### src/rtl/led_matrix_pkg.sv
// Shared types, constants and the snake-order address map for the LED matrix link.
package led_matrix_pkg;

  localparam int         START_BITS = 32;
  localparam int         FRAME_W    = 32;
  localparam logic [2:0] LED_HDR    = 3'b111;

  typedef enum logic [2:0] {
    IDLE,
    START,
    FETCH,
    PIXEL,
    END,
    DONE
  } state_t;

  // Chain position -> raster index: even rows run right-to-left, odd rows left-to-right.
  function automatic logic [5:0] snake_map(input logic [6:0] p, input int row_len);
    int r;
    int c;
    int a;
    r = int'(p) / row_len;
    c = int'(p) % row_len;
    a = (r % 2 == 0) ? (r * row_len + (row_len - 1 - c)) : int'(p);
    return a[5:0];
  endfunction

endpackage

### src/rtl/led_shift_engine.sv
// Serialiser for the matrix link: CLK_DIV divider plus a 32-bit MSB-first shifter
// that keeps emitting zeros once the loaded word is exhausted (used for long end frames).
module led_shift_engine #(
  parameter int CLK_DIV = 1
) (
  input  logic        clk,
  input  logic        reset,
  input  logic        load,
  input  logic [31:0] word,
  input  logic [6:0]  nbits,
  output logic        led_clk,
  output logic        led_data,
  output logic        done
);

  localparam int                DIV_W    = (CLK_DIV > 1) ? $clog2(CLK_DIV) : 1;
  localparam logic [DIV_W-1:0] DIV_LAST = DIV_W'(CLK_DIV - 1);

  logic             active;
  logic [31:0]      shreg;
  logic [5:0]       bits_left;
  logic [DIV_W-1:0] div_cnt;
  logic             phase_end;

  assign phase_end = (div_cnt == DIV_LAST);
  // Marks the last cycle of the final high phase, so a back-to-back load adds no gap.
  assign done = active && led_clk && phase_end && (bits_left == '0);

  always_ff @(posedge clk) begin
    if (reset) begin
      active    <= 1'b0;
      shreg     <= '0;
      bits_left <= '0;
      div_cnt   <= '0;
      led_clk   <= 1'b0;
      led_data  <= 1'b0;
    end else if (load) begin
      // NOTE: non-blocking assignments so every register here samples pre-edge values.
      active    <= 1'b1;
      led_clk   <= 1'b0;
      led_data  <= word[31];
      shreg     <= {word[30:0], 1'b0};
      bits_left <= 6'(nbits - 7'd1);
      div_cnt   <= '0;
    end else if (active) begin
      if (phase_end) begin
        div_cnt <= '0;
        if (!led_clk) begin
          led_clk <= 1'b1;
        end else if (bits_left == '0) begin
          active  <= 1'b0;
          led_clk <= 1'b0;
        end else begin
          led_clk   <= 1'b0;
          led_data  <= shreg[31];
          shreg     <= {shreg[30:0], 1'b0};
          bits_left <= bits_left - 6'd1;
        end
      end else begin
        div_cnt <= div_cnt + 1'b1;
      end
    end
  end

endmodule

### src/rtl/led_frame_sequencer.sv
// Frame controller for the APA102-style matrix: start frame, one fetched word per LED
// in snake order, zero end frame; one-shot or free-running refresh scheduling.
module led_frame_sequencer
  import led_matrix_pkg::*;
#(
  parameter int NUM_LEDS = 64,
  parameter int ROW_LEN  = 8,
  parameter int CLK_DIV  = 1,
  parameter int END_BITS = 64
) (
  input  logic        clk,
  input  logic        reset,
  input  logic        start,
  input  logic        repeat_en,
  input  logic [4:0]  brightness,
  output logic        pix_req,
  output logic [5:0]  pix_addr,
  input  logic        pix_valid,
  input  logic [23:0] pix_data,
  output logic        led_clk,
  output logic        led_data,
  output logic        busy,
  output logic        frame_done
);

  localparam logic [6:0] LAST_LED = 7'(NUM_LEDS - 1);

  state_t      state;
  logic [6:0]  p;
  logic [4:0]  bright_q;
  logic        sh_load;
  logic [31:0] sh_word;
  logic [6:0]  sh_bits;
  logic        sh_done;

  // Loads coincide with the transition so the first bit of each segment starts next cycle.
  always_comb begin
    // NOTE: defaults first so every path assigns every signal and no latch is inferred.
    sh_load = 1'b0;
    sh_word = '0;
    sh_bits = 7'(START_BITS);
    case (state)
      IDLE:  sh_load = start;
      FETCH: if (pix_req && pix_valid) begin
        sh_load = 1'b1;
        sh_word = {LED_HDR, bright_q, pix_data};
        sh_bits = 7'(FRAME_W);
      end
      PIXEL: if (sh_done && p == LAST_LED) begin
        sh_load = 1'b1;
        sh_bits = 7'(END_BITS);
      end
      DONE:  sh_load = repeat_en;
      default: ;
    endcase
  end

  always_ff @(posedge clk) begin
    if (reset) begin
      state      <= IDLE;
      p          <= '0;
      bright_q   <= '0;
      pix_req    <= 1'b0;
      pix_addr   <= '0;
      busy       <= 1'b0;
      frame_done <= 1'b0;
    end else begin
      frame_done <= 1'b0;
      case (state)
        IDLE: if (start) begin
          bright_q <= brightness;
          busy     <= 1'b1;
          state    <= START;
        end
        START: if (sh_done) begin
          p        <= '0;
          pix_req  <= 1'b1;
          pix_addr <= snake_map(7'd0, ROW_LEN);
          state    <= FETCH;
        end
        FETCH: if (pix_valid) begin
          pix_req <= 1'b0;
          state   <= PIXEL;
        end
        PIXEL: if (sh_done) begin
          if (p == LAST_LED) begin
            state <= END;
          end else begin
            p        <= p + 7'd1;
            pix_req  <= 1'b1;
            pix_addr <= snake_map(p + 7'd1, ROW_LEN);
            state    <= FETCH;
          end
        end
        END: if (sh_done) begin
          frame_done <= 1'b1;
          busy       <= 1'b0;
          state      <= DONE;
        end
        DONE: if (repeat_en) begin
          bright_q <= brightness;
          busy     <= 1'b1;
          state    <= START;
        end else begin
          state <= IDLE;
        end
        default: state <= IDLE;
      endcase
    end
  end

  led_shift_engine #(
    .CLK_DIV (CLK_DIV)
  ) u_shift (
    .clk      (clk),
    .reset    (reset),
    .load     (sh_load),
    .word     (sh_word),
    .nbits    (sh_bits),
    .led_clk  (led_clk),
    .led_data (led_data),
    .done     (sh_done)
  );

endmodule

### config.mk
export PLATFORM = sky130hd
export DESIGN_NAME = led_frame_sequencer
export DESIGN_NICKNAME = d
export VERILOG_FILES = /design/src/rtl/led_matrix_pkg.sv /design/src/rtl/led_shift_engine.sv /design/src/rtl/led_frame_sequencer.sv
export SDC_FILE = /design/constraint.sdc
export NUM_CORES = 1
export LEC_CHECK = 0
export CAP_MARGIN = 0
export CORE_MARGIN = 5
export CORE_UTILIZATION = 45
export CTS_CLUSTER_SIZE = 30
export DETAILED_ROUTE_END_ITERATION = 10
export PLACE_DENSITY = 0.68
export SYNTH_ARGS = -nofsm -noshare
export SYNTH_HDL_FRONTEND = slang
export SYNTH_HIERARCHICAL = 1
export SYNTH_SLANG_ARGS = --single-unit
### constraint.sdc
create_clock -name clk -period 8.7 [get_ports clk]
set_clock_uncertainty 0.1 [all_clocks]
set_input_delay 1.74 -clock clk [delete_from_list [all_inputs] [get_ports clk]]
set_output_delay 1.74 -clock clk [all_outputs]
set_load 0.01 [all_outputs]
==> key figures <==
Synthesis
  • Post-synthesis average cell area: 8.22 um^2
  • Number of warnings issued by yosys: 6
  • Netlist area before placement: roughly 3200 um^2
  • Synthesized instance count: 387

Drt
  • Routed length per instance: 13.4 um
  • Number of search-and-repair iterations in the first detailed-routing pass: 4
  • Number of vias after detailed routing: 2759
  • Number of nets still failing antenna checks after routing: 0
  • First DRT Iteration DRCs: 158
  • Final WL: 7020 um
  • Detailed-route DRC error count: 0
  • Via/cell ratio: 5.27

Setup path
  • Largest stage delay on the critical path: 0.57 ns
  • CP Capture Type: register
  • Maximum fanout along the worst path: between 60 and 70
  • CP Class: input port to register
  • Internal reg-to-reg setup slack: 4.60 ns
  • Type of element launching the critical path: input port
  • Cell count of the worst reg-to-reg path: 13
  • Kind of cell with the highest combined delay on the critical path: simple AND/OR/NAND/NOR gates
  • CP Cell Sequence: clkdlybuf4s50_1, or3b_4, a21oi_4, nor2_1, nand2_1, inv_2, a21boi_0, ha_1, nor3b_1, xor2_1, o21ai_0, a21oi_1
  • Beginning of the worst register-to-register path: u_shift/bits_left[0]
  • Required arrival time at the worst endpoint: 8.86 ns
  • Number of buffer and inverter stages on the critical path: 2
  • Arrival time at the worst endpoint: 5.26 ns
  • Endpoint of the lowest-slack register-to-register path: u_shift/bits_left[4]
  • Slowest CP cell: sky130_fd_sc_hd__inv_2

Power
  • Internal: 0.476 mW
  • Max VDD drop: 0.0000976 V
  • Combinational share of power: 12.5%
  • Final Total Pwr: 0.643 mW
  • Clk pwr share: 39.6%
  • Power per standard cell area: 169 nW/um^2
  • Static leakage power: 1.33 nW
  • Switching Share: 25.9%
  • Switch Pwr: 0.167 mW
  • Power share of the sequential group: 47.8%

Clock tree
  • Clk slew on worst S/H paths: 0.07 ns
  • Clock Tree Buf Depth: 2
  • Post-CTS Hold Buffers: 0
  • # H-tree levels: 3
  • Root cell of the clock tree: sky130_fd_sc_hd__clkbuf_8
  • Clock net sink count: 61
  • Clock tree from TritonCTS: done
  • Post-CTS Resized: 0
  • Post-CTS setup buffer count: 0
  • Clock latency at the later pin of the worst-skew pair: around 0.34 ns
  • Number of CTS-inserted buffers: 9

Global routing
  • Number of global-route vias before repair: 2581
  • Wire length of the first global-routing pass: 11800 um
  • Largest net degree at the start of global routing: 70
  • Remaining global-route overflow: 0
  • Number of antenna violations at the first check in global routing: 0
  • GRT Util Overall: 16.5%

Run status
  • Run status: completed

Worst hold path
  • Hold Crit Depth: 2
  • Min-delay worst type: register to register
  • Hold Crit Start: pix_addr[2]
  • Worst Hold End: pix_addr[2]

Die
  • Number of cell rows: 30
  • Starting density of the core: a little under half
  • Die area: between 8000 and 9000 um^2
  • Die H: 94.1 um
  • I/O pins: 45
  • Core area: slightly below 7000 um^2
  • Die width: 94.1 um

Timing
  • Final setup violation count: 0
  • Shortest clock period the worst path allows after layout: 5.10 ns
  • Slew margin rel.: between 20 and 30%
  • Achievable frequency: just under 200 MHz
  • RSZ-0062 raised after global routing: no
  • Count of final max-slew check failures: 0
  • Tightest Pin Transition: between 1 and 1.5 ns
  • Total Neg Setup Slack: 0 ns
  • Share of the clock period used by the worst path after layout: 58.6%
  • Count of final hold-check violations: 0

Place
  • Gp weighted congestion: 0.853
  • Estimated wirelength of the detail-placed design: 4400 um
  • Port Buf Inserts: 44

Final layout
  • Share of final-layout standard cells stronger than drive strength 1: 7.48%
  • Area growth syn-to-layout: 19.3%
  • Diodes inserted: 0
  • Nets: roughly 460

Flow run
  • # Max-Cap Violations: 0
## per-layer routing
layer	GRT usage (%)	share of wire [%]	up-vias
li1	-	-	1409
met1	21.7	47	1284
met2	26.0	47	56
met3	4.49	4.4	10
met4	5.78	1.4	0
met5	0	0	-
## layout make-up
| type | count | area (um^2) |
|---|---|---|
| clock buffer | 11 | 141 |
| clock inverter | 5 | 58.8 |
| fill | 677 | 3030 |
| inverter | 7 | 26.3 |
| multi-input combinational | 298 | 1780 |
| sequential | 61 | 1220 |
| tap | 96 | 120 |
| timing repair buffer | 46 | 450 |
## placed cells by master (no fill, tap or decap), types with 2 or more instances in the layout
cell type and instances:
sky130_fd_sc_hd__clkinvlp_4 2, sky130_fd_sc_hd__clkbuf_8 10, sky130_fd_sc_hd__a21o_1 2, sky130_fd_sc_hd__nor2_1 47, sky130_fd_sc_hd__dfxtp_1 61, sky130_fd_sc_hd__a221oi_1 3, sky130_fd_sc_hd__a311oi_2 3, sky130_fd_sc_hd__nand2_1 76
sky130_fd_sc_hd__nor3_1 3, sky130_fd_sc_hd__clkdlybuf4s50_1 43, sky130_fd_sc_hd__o21ai_0 6, sky130_fd_sc_hd__nor3b_1 4, sky130_fd_sc_hd__a21oi_1 13, sky130_fd_sc_hd__ha_1 2, sky130_fd_sc_hd__nand3_1 8, sky130_fd_sc_hd__or3_1 2
sky130_fd_sc_hd__xnor2_1 7, sky130_fd_sc_hd__a311oi_1 29, sky130_fd_sc_hd__mux2i_1 6, sky130_fd_sc_hd__nand3b_1 4, sky130_fd_sc_hd__conb_1 12, sky130_fd_sc_hd__o31ai_1 2, sky130_fd_sc_hd__nand2b_1 2, sky130_fd_sc_hd__buf_4 2
sky130_fd_sc_hd__and2_1 31, sky130_fd_sc_hd__nor2b_1 2, sky130_fd_sc_hd__xor2_1 6, sky130_fd_sc_hd__a31oi_1 2, sky130_fd_sc_hd__inv_1 6, sky130_fd_sc_hd__a211oi_1 2
## flip-flops by register name, summed over array words and instances, names as in the netlist
signal and cells:
u_shift/active 1, u_shift/led_clk 1, p 5, u_shift/bits_left 6, frame_done 1, state 3
u_shift/shreg 31, pix_req 1, bright_q 5, u_shift/led_data 1, pix_addr 5, busy 1
## through the flow
step	util (%)	hold WS [ns]	worst slack (ns)	area (um^2)	cells
2_1_floorplan	-	0.348	4.30	3220	398
3_3_place_gp	52.7	0.361	3.38	3600	508
3_5_place_dp	52.7	0.361	3.26	3600	508
4_1_cts	55.6	0.373	3.62	3800	524
5_1_grt	55.6	0.382	3.30	3800	524
6_report	55.6	0.372	3.60	3800	524
## power by group through the flow
| stage | Sequential [mW] | Clock, mW | Combinational, mW |
|---|---|---|---|
| final | 0.308 | 0.255 | 0.0806 |
| after CTS | 0.308 | 0.261 | 0.0810 |
| after floorplan | 0.311 | 0 | 0.0572 |
| after global placement | 0.314 | 0 | 0.0790 |
| after detailed placement | 0.314 | 0 | 0.0806 |
| after global routing | 0.309 | 0.274 | 0.0907 |
## worst max path at each step
stage               depth (start not counted)       from  slack (ns)                    to
floorplan                                  15  pix_valid        4.30  u_shift/bits_left[4]
global placement                           12      start        3.38  u_shift/bits_left[4]
detailed placement                         12      start        3.26  u_shift/bits_left[4]
CTS                                        12      start        3.62  u_shift/bits_left[4]
global route                               13  pix_valid        3.30  u_shift/bits_left[4]
finish                                     12      start        3.60  u_shift/bits_left[4]
## worst reg2reg max path, cell delays in order, from the launching register on
cell and delay [ns]:
sky130_fd_sc_hd__dfxtp_1 0.37, sky130_fd_sc_hd__nor4_4 0.42, sky130_fd_sc_hd__nand2_1 0.09, sky130_fd_sc_hd__nor2_1 0.28, sky130_fd_sc_hd__and3b_2 0.30, sky130_fd_sc_hd__nand3_1 0.14
sky130_fd_sc_hd__nand2_1 0.46, sky130_fd_sc_hd__inv_2 0.57, sky130_fd_sc_hd__a21boi_0 0.36, sky130_fd_sc_hd__ha_1 0.29, sky130_fd_sc_hd__nor3b_1 0.25, sky130_fd_sc_hd__xor2_1 0.16
sky130_fd_sc_hd__o21ai_0 0.08, sky130_fd_sc_hd__a21oi_1 0.15
Power figures use the tool's default switching activity.
